### src/rtl/dc_exp_pkg.sv
// rtl/dc_exp_pkg.sv - shared types and constants for the D-cache exception sequencer
package dc_exp_pkg;

  typedef enum logic [1:0] {
    ST_IDLE  = 2'd0,
    ST_DRAIN = 2'd1,
    ST_REQ   = 2'd2,
    ST_SVC   = 2'd3
  } dc_exp_state_e;

  localparam int EIP_W  = 32;
  localparam int ADDR_W = 32;
  localparam int VEC_W  = 8;

  localparam logic [VEC_W-1:0] PF_VEC = 8'd14;
  localparam logic [VEC_W-1:0] GP_VEC = 8'd13;
  localparam logic [VEC_W-1:0] DF_VEC = 8'd8;

  // Protection faults take priority over a simultaneous page fault.
  function automatic logic [VEC_W-1:0] fault_vec(input logic prot);
    return prot ? GP_VEC : PF_VEC;
  endfunction

endpackage

### src/rtl/dc_exp_drain_cnt.sv
// rtl/dc_exp_drain_cnt.sv - saturating drain counter with clear and done
// done_o is high in the increment cycle in which the count reaches MIN_DRAIN (or is already there).
module dc_exp_drain_cnt #(
  parameter int MIN_DRAIN = 4,
  parameter int CNT_W     = 3
) (
  input  logic clk,
  input  logic rst_n,
  input  logic clr_i,
  input  logic inc_i,
  output logic done_o
);

  localparam logic [CNT_W-1:0] SAT = CNT_W'(MIN_DRAIN);

  logic [CNT_W-1:0] cnt_q, cnt_d;

  always_comb begin
    cnt_d = cnt_q;
    if (clr_i) begin
      cnt_d = '0;
    end else if (inc_i && (cnt_q != SAT)) begin
      cnt_d = cnt_q + CNT_W'(1);
    end
  end

  assign done_o = inc_i & (cnt_d == SAT);

  always_ff @(posedge clk or negedge rst_n) begin
    if (!rst_n) begin
      cnt_q <= '0;
    end else begin
      cnt_q <= cnt_d;
    end
  end

endmodule

### src/rtl/dc_exp_seq.sv
// rtl/dc_exp_seq.sv - RO-stage D-cache exception sequencer (IDLE/DRAIN/REQ/SVC)
// Optional DC_EXP_DBLFAULT_EN: a fault taken while in service escalates to a double fault.
module dc_exp_seq
  import dc_exp_pkg::*;
#(
  parameter int MIN_DRAIN = 4,
  parameter int CNT_W     = 3
) (
  input  logic              clk,
  input  logic              rst_n,
  input  logic              v_ro,
  input  logic              dc_exp,
  input  logic              dc_prot_exp,
  input  logic              dc_page_fault,
  input  logic              dc_rd_exp,
  input  logic [ADDR_W-1:0] mem_rd_addr,
  input  logic [ADDR_W-1:0] mem_wr_addr,
  input  logic [EIP_W-1:0]  ro_eip,
  input  logic              pipe_empty,
  input  logic              isr_ack,
  input  logic              iret_done,
  output logic              ro_stall,
  output logic              flush_younger,
  output logic              exp_req,
  output logic [VEC_W-1:0]  exp_vector,
  output logic [EIP_W-1:0]  exp_eip,
  output logic [ADDR_W-1:0] cr2,
  output logic              isr
);

  dc_exp_state_e     state_q, state_d;
  logic              dbl_q, dbl_d;
  logic              flush_q;
  logic [VEC_W-1:0]  vec_q, vec_d;
  logic [EIP_W-1:0]  eip_q;
  logic [ADDR_W-1:0] cr2_q;
  logic              capture, ro_stall_c, cnt_done, exp_hit;

  assign exp_hit = v_ro & dc_exp;

  dc_exp_drain_cnt #(
    .MIN_DRAIN (MIN_DRAIN),
    .CNT_W     (CNT_W)
  ) u_drain_cnt (
    .clk    (clk),
    .rst_n  (rst_n),
    .clr_i  (capture),
    .inc_i  (state_q == ST_DRAIN),
    .done_o (cnt_done)
  );

  always_comb begin
    state_d    = state_q;
    dbl_d      = dbl_q;
    vec_d      = vec_q;
    capture    = 1'b0;
    ro_stall_c = 1'b0;
    exp_req    = 1'b0;
    isr        = 1'b0;
    case (state_q)
      ST_IDLE: begin
        if (exp_hit) begin
          capture    = 1'b1;
          ro_stall_c = 1'b1;
          vec_d      = fault_vec(dc_prot_exp);
          state_d    = ST_DRAIN;
        end
      end
      ST_DRAIN: begin
        ro_stall_c = 1'b1;
        isr        = dbl_q;
        if (cnt_done && pipe_empty) state_d = ST_REQ;
      end
      ST_REQ: begin
        ro_stall_c = 1'b1;
        exp_req    = 1'b1;
        isr        = dbl_q;
        if (isr_ack) state_d = ST_SVC;
      end
      ST_SVC: begin
        isr = 1'b1;
        // IRET retirement has priority; a coincident fault re-evaluates from IDLE.
        if (iret_done) begin
          state_d = ST_IDLE;
          dbl_d   = 1'b0;
        end
`ifdef DC_EXP_DBLFAULT_EN
        else if (exp_hit && !dbl_q) begin
          capture    = 1'b1;
          ro_stall_c = 1'b1;
          dbl_d      = 1'b1;
          vec_d      = DF_VEC;
          state_d    = ST_DRAIN;
        end
`endif
      end
      default: state_d = ST_IDLE;
    endcase
  end

  always_ff @(posedge clk or negedge rst_n) begin
    if (!rst_n) begin
      state_q <= ST_IDLE;
      dbl_q   <= 1'b0;
      flush_q <= 1'b0;
      vec_q   <= '0;
      eip_q   <= '0;
      cr2_q   <= '0;
    end else begin
      state_q <= state_d;
      dbl_q   <= dbl_d;
      flush_q <= capture;
      vec_q   <= vec_d;
      if (capture) begin
        eip_q <= ro_eip;
        if (dc_page_fault && !dc_prot_exp) begin
          cr2_q <= dc_rd_exp ? mem_rd_addr : mem_wr_addr;
        end
      end
    end
  end

  assign ro_stall      = ro_stall_c & rst_n;
  assign flush_younger = flush_q;
  assign exp_vector    = vec_q;
  assign exp_eip       = eip_q;
  assign cr2           = cr2_q;

endmodule
### config.mk
export PLATFORM = sky130hd
export DESIGN_NAME = dc_exp_seq
export DESIGN_NICKNAME = d
export VERILOG_FILES = /design/src/rtl/dc_exp_pkg.sv /design/src/rtl/dc_exp_drain_cnt.sv /design/src/rtl/dc_exp_seq.sv
export SDC_FILE = /design/constraint.sdc
export NUM_CORES = 1
export LEC_CHECK = 0
export ABC_AREA = 0
export BUFFER_PORTS_ARGS = -buffer_cell sky130_fd_sc_hd__buf_4
export CAP_MARGIN = 20
export CORE_MARGIN = 3
export CORE_UTILIZATION = 44
export DETAILED_ROUTE_END_ITERATION = 7
export PLACE_DENSITY = 0.89
export SLEW_MARGIN = 20
export SYNTH_ARGS = -nofsm -noshare
export SYNTH_HDL_FRONTEND = slang
export SYNTH_SLANG_ARGS = --single-unit
### constraint.sdc
create_clock -name clk -period 1.9 [get_ports clk]
set_input_delay 0.38 -clock clk [delete_from_list [all_inputs] [get_ports clk]]
set_output_delay 0.38 -clock clk [all_outputs]
set_load 0.005 [all_outputs]
# --- Word level (Yosys, flattened, before mapping) ---
# Cells that the tools add are included.
op_classes:
  shift: 0
  div: 0
  bitwise_logic: 3
  reduce_logical: 9
  mul: 0
  magnitude_cmp: 0
  eq_ne: 9
  mux: 14
  n_addsub: 1
ops:
  columns: ["operator", "count"]
  rows:
  - ["two-way mux 32 bit", 1]
  - ["two-way mux 2 bit", 5]
  - ["inequality test 2 bit, second input constant", 4]
  - ["one-hot mux 2 bit (4 select lines)", 1]
  - ["two-way mux 3 bit", 2]
  - ["equality test 2 bit, second input constant", 2]
  - ["two-way mux 1 bit", 4]
  - ["AND reduction 2 bit", 2]
  - ["AND reduction 4 bit", 1]
  - ["adder 3 x 1 -> 3 bit, second input constant", 1]
  - ["bitwise AND 1 bit", 3]
  - ["equality test 3 bit, second input constant", 1]
  - ["logical AND 1 bit", 3]
  - ["inequality test 3 bit, second input constant", 1]
  - ["equality test 2 x 1 -> 1 bit, second input constant", 1]
  - ["logical NOT 2 bit", 1]
  - ["one-hot mux 1 bit (2 select lines)", 1]
  - ["OR reduction 2 bit", 1]
  - ["logical NOT 1 bit", 1]
totals:
  mem_bits_rw: 0
  ff_bits: 78
  output_inout_bits: 76
  rom_bits: 0
  latchBits: 0
  in_bits: 106
  elab_cells: 42
  mem_count: 0

# --- Logic depth before layout (Yosys ltp) ---
logic_depth:
  depth_word: 9
  depth_mapped: 8

# --- Modules after synthesis ---
# A second synthesis with hierarchy kept.
hier_totals:
  hier_cells: 225
  hier_area_um2: 3350.7
by_module_without_submodules:
  columns: ["mod", "cells_per_inst", "area_each_um2", "n_inst", "seq_area_each_um2"]
  rows:
  - ["dc_exp_seq", 206, 3148.0, 1, 1751.7]
  - ["dc_exp_drain_cnt", 19, 202.7, 1, 75.1]

# --- Worst setup path before layout ---
# OpenSTA, ideal clock, no wires.
synth_path:
  path_type: "register to register"
  start: "register state_q[0]"
  end: "register state_q[0]"
  synth_period_minus_slack_ps: 1680
  arrival_ps: 1552
  slack_ps: 220
  path_stages_with_launch: 6
  cell_sequence: "dfrtp_1 -> inv_1 -> ha_1 -> a222oi_1 -> mux2i_1 -> nand3_1"
synth_via:
  elab_chain_len: 9
  word_cells_on_any_way: 17
  classes_between: "8 x eq/ne; 4 x mux; 1 x bitwise; 4 x reduce/logical"
synth_rtl:
  columns: ["item", "line", "rtl"]
  rows:
  - ["from (decl)", "dc_exp_seq.sv:31", "dc_exp_state_e state_q, state_d;"]
  - ["from (signal assigned)", "dc_exp_seq.sv:110", "state_q <= state_d;"]
  - ["equality test 2 x 1 -> 1 bit", "dc_exp_seq.sv:48, dc_exp_seq.sv:60", null]
  - ["logical AND 1 bit", "dc_exp_drain_cnt.sv:22", "end else if (inc_i && (cnt_q != SAT)) begin"]
  - ["two-way mux 3 bit", "dc_exp_drain_cnt.sv:22", null]
  - ["two-way mux 3 bit", "dc_exp_drain_cnt.sv:20", "if (clr_i) begin"]
  - ["equality test 3 bit", "dc_exp_drain_cnt.sv:27", "assign done_o = inc_i & (cnt_d == SAT);"]
  - ["bitwise AND 1 bit", "dc_exp_drain_cnt.sv:27", null]
  - ["logical AND 1 bit", "dc_exp_seq.sv:72", "if (cnt_done && pipe_empty) state_d = ST_REQ;"]
  - ["inequality test 2 bit (no source line)", null, null]
  - ["AND reduction 4 bit (no source line)", null, null]
# Parallel ways exist; a longest one is shown, timed or not.
# A chain may end at the register's enable or synchronous reset.

# --- Worst setup path after layout ---
layout_path:
  start: "register state_q[1]"
  end: "output ro_stall"
layout_via:
  elab_chain_len: 4
  word_cells_on_any_way: 6
  classes_between: "2 x eq/ne; 1 x mux; 1 x bitwise; 2 x reduce/logical"
layout_rtl:
  columns: ["item", "line", "rtl"]
  rows:
  - ["equality test 2 bit / equality test 2 x 1 -> 1 bit (equally long branches)", "dc_exp_seq.sv:60", "case (state_q)"]
  - ["OR reduction 2 bit (no source line)", null, null]
  - ["one-hot mux 1 bit (2 select lines) (*)", "dc_exp_seq.sv:60", null]
  - ["bitwise AND 1 bit (*)", "dc_exp_seq.sv:123", "assign ro_stall = ro_stall_c & rst_n;"]
  - ["to (decl)", "dc_exp_seq.sv:22", "output logic ro_stall,"]
# Mark *: on every way between the ends. The rest lies on a longest branch, timed or not.

==> impl_results.md <==
* Status: finished, final reports clean
* Die Ht at 92.3 µm
* Post-synth top area cell: dfrtp_1
* DR vias at 3028
* Total track usage at 0.221
* CP max stage delay at 0.40 ns
* Post-CTS Hold Buffers at 0
* Vias in the first global route at 3041
* Clk buf depth at 2
* DRC Markers at 0
* Crit path required time at 1.52 ns
* Reg clk slew, reported paths at 0.07 ns
* Top FF cell, synth: dfrtp_1
* Synth Area in Compound Gates at 0.0653
* RSZ-0062 raised after global routing: yes
* Most frequent cell after synthesis: nand2_1
* Register area share after synthesis at 0.558
* Worst Hold Path EP: exp_eip[16]
* Max FO, Critical Path at 2
* Syn avg cell area at 9.60 µm²
* Fin nets at 635
* Drt first pass iters at 4
* Critical path class: reg2out
* Slew Viols, Final at 0
* Period utilization at 0.961
* Relative slew slack at 0.392
* Cell breakdown of the critical path: inv_2 -> ha_4 -> nand3_4 -> inv_2 -> nor2_2 -> nor3b_2 -> buf_4
* Port Buffer Count at 177
* DR vias/cell at 4.87
* Fraction of registers with async set or reset after synthesis at 1.00
* Share of cells above drive strength 1 at 0.405
* Synth top area cells: dfrtp_1, nand2_1, mux2i_1
* TritonCTS clock tree: built
* Synthesized cell area at 0.00327 mm²
* RR Endpoint: state_q[1]
* Post-synth top area share at 0.558
* Hold Path Stages at 3
* Power Density at 1400 mW/mm²
* Worst-Margin Slew at 0.911 ns
* Clock Latency Late Sink at 0.33 ns
* Most used cell, CP: inv_2
* Largest family of logic cells by synthesized area: simple AND/OR/NAND/NOR gates
* Synth cell types at 28
* Die width at 92.3 µm
* Clock skew at 0.00786 ns
* Die footprint at 0.00851 mm²
* Dpl hpwl at 6990 µm
* First-pass GRT wire length at 14900 µm
* Antenna violations before repair at 0
* Hold Startpoint: ro_eip[16]
* Synth-to-layout area growth at 50.3%
* Mux share of post-synthesis cell area at 0.110
* Core area at 0.00702 mm²
* # IOs at 182
* Clock root cell: clkbuf_8
* Initial core utilization at 0.466
* Hold WS at 0.233 ns
* Initial DRC count at 116
* Final std cells w/o fill at 622
* Yosys reg bits at 73
* Crit path max-delay cell type: dfrtp_1
* Antenna Nets Post-Route at 0
* CP Capture Type: output port
* Final setup vio count at 0
* Placement Rows at 30
* Leakage power at 0.00266 µW
* EDFF count, synth at 0
* Dpl cells at 601
* RePlAce Congestion at 0.872
* Final Core Density at 0.701
* Largest net degree at the start of global routing at 74
* Post-synthesis adder-cell area fraction at 0.0267
* VDD IR-drop max at 1030 µV
* Mapped Cells at 341
* Clock sink total at 73
* Routed WL at 9410 µm
* H-tree levels at 3
* Hold Crit Class: in2reg
* Final hold viol count at 0
* Gr ovfl total at 0
* Post-synth top cells: nand2_1, dfrtp_1, nor2_1
* Post-synthesis simple-gate area fraction at 0.189
* Crit path arrival time at 1.45 ns
* F_max at 548 MHz
* R2R setup slack at 0.11 ns
* XOR/XNOR Fraction of Synth Area at 0.00267
* Cts bufs inserted at 9
* Max Cap Viol at 0
* Min Tclk post-route at 1.83 ns
* Worst r2r path cells at 7
* Wirelength per Cell at 15.1 µm
* CP Launch Type: register
* Synth warn at 0
* ANT cells at 0
* Reg2reg start: state_q[1]
where the power goes:
group / switching [µW] / total [µW] / internal, µW / leakage [µW]
Combinational: 1360 / 3090 / 1720 / 0.00169
Clock: 530 / 1030 / 499 / 0.0000822
Sequential: 452 / 2750 / 2300 / 0.000887
Total: 2340 / 6870 / 4520 / 0.00266
flip-flops by register name (all words and copies together) (netlist names):
name,flops
exp_eip,32
flush_younger,1
cr2,32
exp_vector,3
u_drain_cnt.cnt_q,3
state_q,2
cell usage in the layout (no fill, tap or decap), types with 2 or more instances in the layout:
cell type  instances
ha_1               5
buf_4            189
nand4b_1           2
dfrtp_1           73
clkbuf_1           2
inv_1              4
clkinv_2           2
a21oi_1           33
nor2_1            38
inv_2              3
mux2i_1           35
o211ai_1           2
nor3b_2            2
clkbuf_8          10
nand3_1            2
nand4_1            2
nor2b_1            2
conb_1             4
nand2_1          101
cells by family after synthesis:
family / after synthesis
other: 1
multiplexers: 36
XOR/XNOR: 1
AND/OR/NAND/NOR: 154
buffers and inverters: 30
adder cells (fa/ha/maj): 7
AO/OA/AOI/OAI: 39
flip-flops: 73
cell type report:
cell class	count	area [µm²]
Fill cell	529	2100
Inverter	7	26.3
Sequential cell	73	1830
Clock inverter	3	17.5
Timing Repair Buffer	190	1440
Clock buffer	12	145
Tap cell	96	120
Multi-Input combinational cell	241	1350
how the worst max path moves through the flow:
stage,from,to,slack [ns],depth (start not counted)
2_1_floorplan,state_q[0],state_q[0],0.22,5
6_report,state_q[1],ro_stall,0.07,7
3_3_place_gp,state_q[0],ro_stall,0.22,7
3_5_place_dp,state_q[1],cr2[13],0.07,7
4_1_cts,state_q[1],ro_stall,0.01,7
5_1_grt,state_q[1],ro_stall,-0.01,7
worst max-delay path: cells and delay by family (launching register included):
kind,cells,cell delay [ns]
buf+inv,3,0.28
fa+ha+maj,1,0.15
flops,1,0.40
simple gates,3,0.28
routing by layer:
metal | global-route usage | routed length (µm) | part of all wire
met5 | 0 | 0 | 0
met4 | 0.0792 | 231 | 0.025
met3 | 0.0623 | 748 | 0.079
met2 | 0.392 | 4820 | 0.51
met1 | 0.255 | 3610 | 0.38
per-stage QoR:
stage	area [µm²]	total power (µW)	setup TNS, ns	setup slack (ns)
after floorplan	3290	3940	0	0.220
after global placement	4680	5500	0	0.216
after detailed placement	4680	5690	0	0.0723
after CTS	4890	6850	0	0.0143
after global routing	4920	7410	-0.0149	-0.0149
final	4920	6870	0	0.0743
repair_timing:
item	4_1_cts	5_1_grt
resized for setup	6	3
pin swaps	2	3
buffers inserted	4	2
setup endpoints to repair	1	1
No activity file was read; power rests on OpenSTA's default activity.
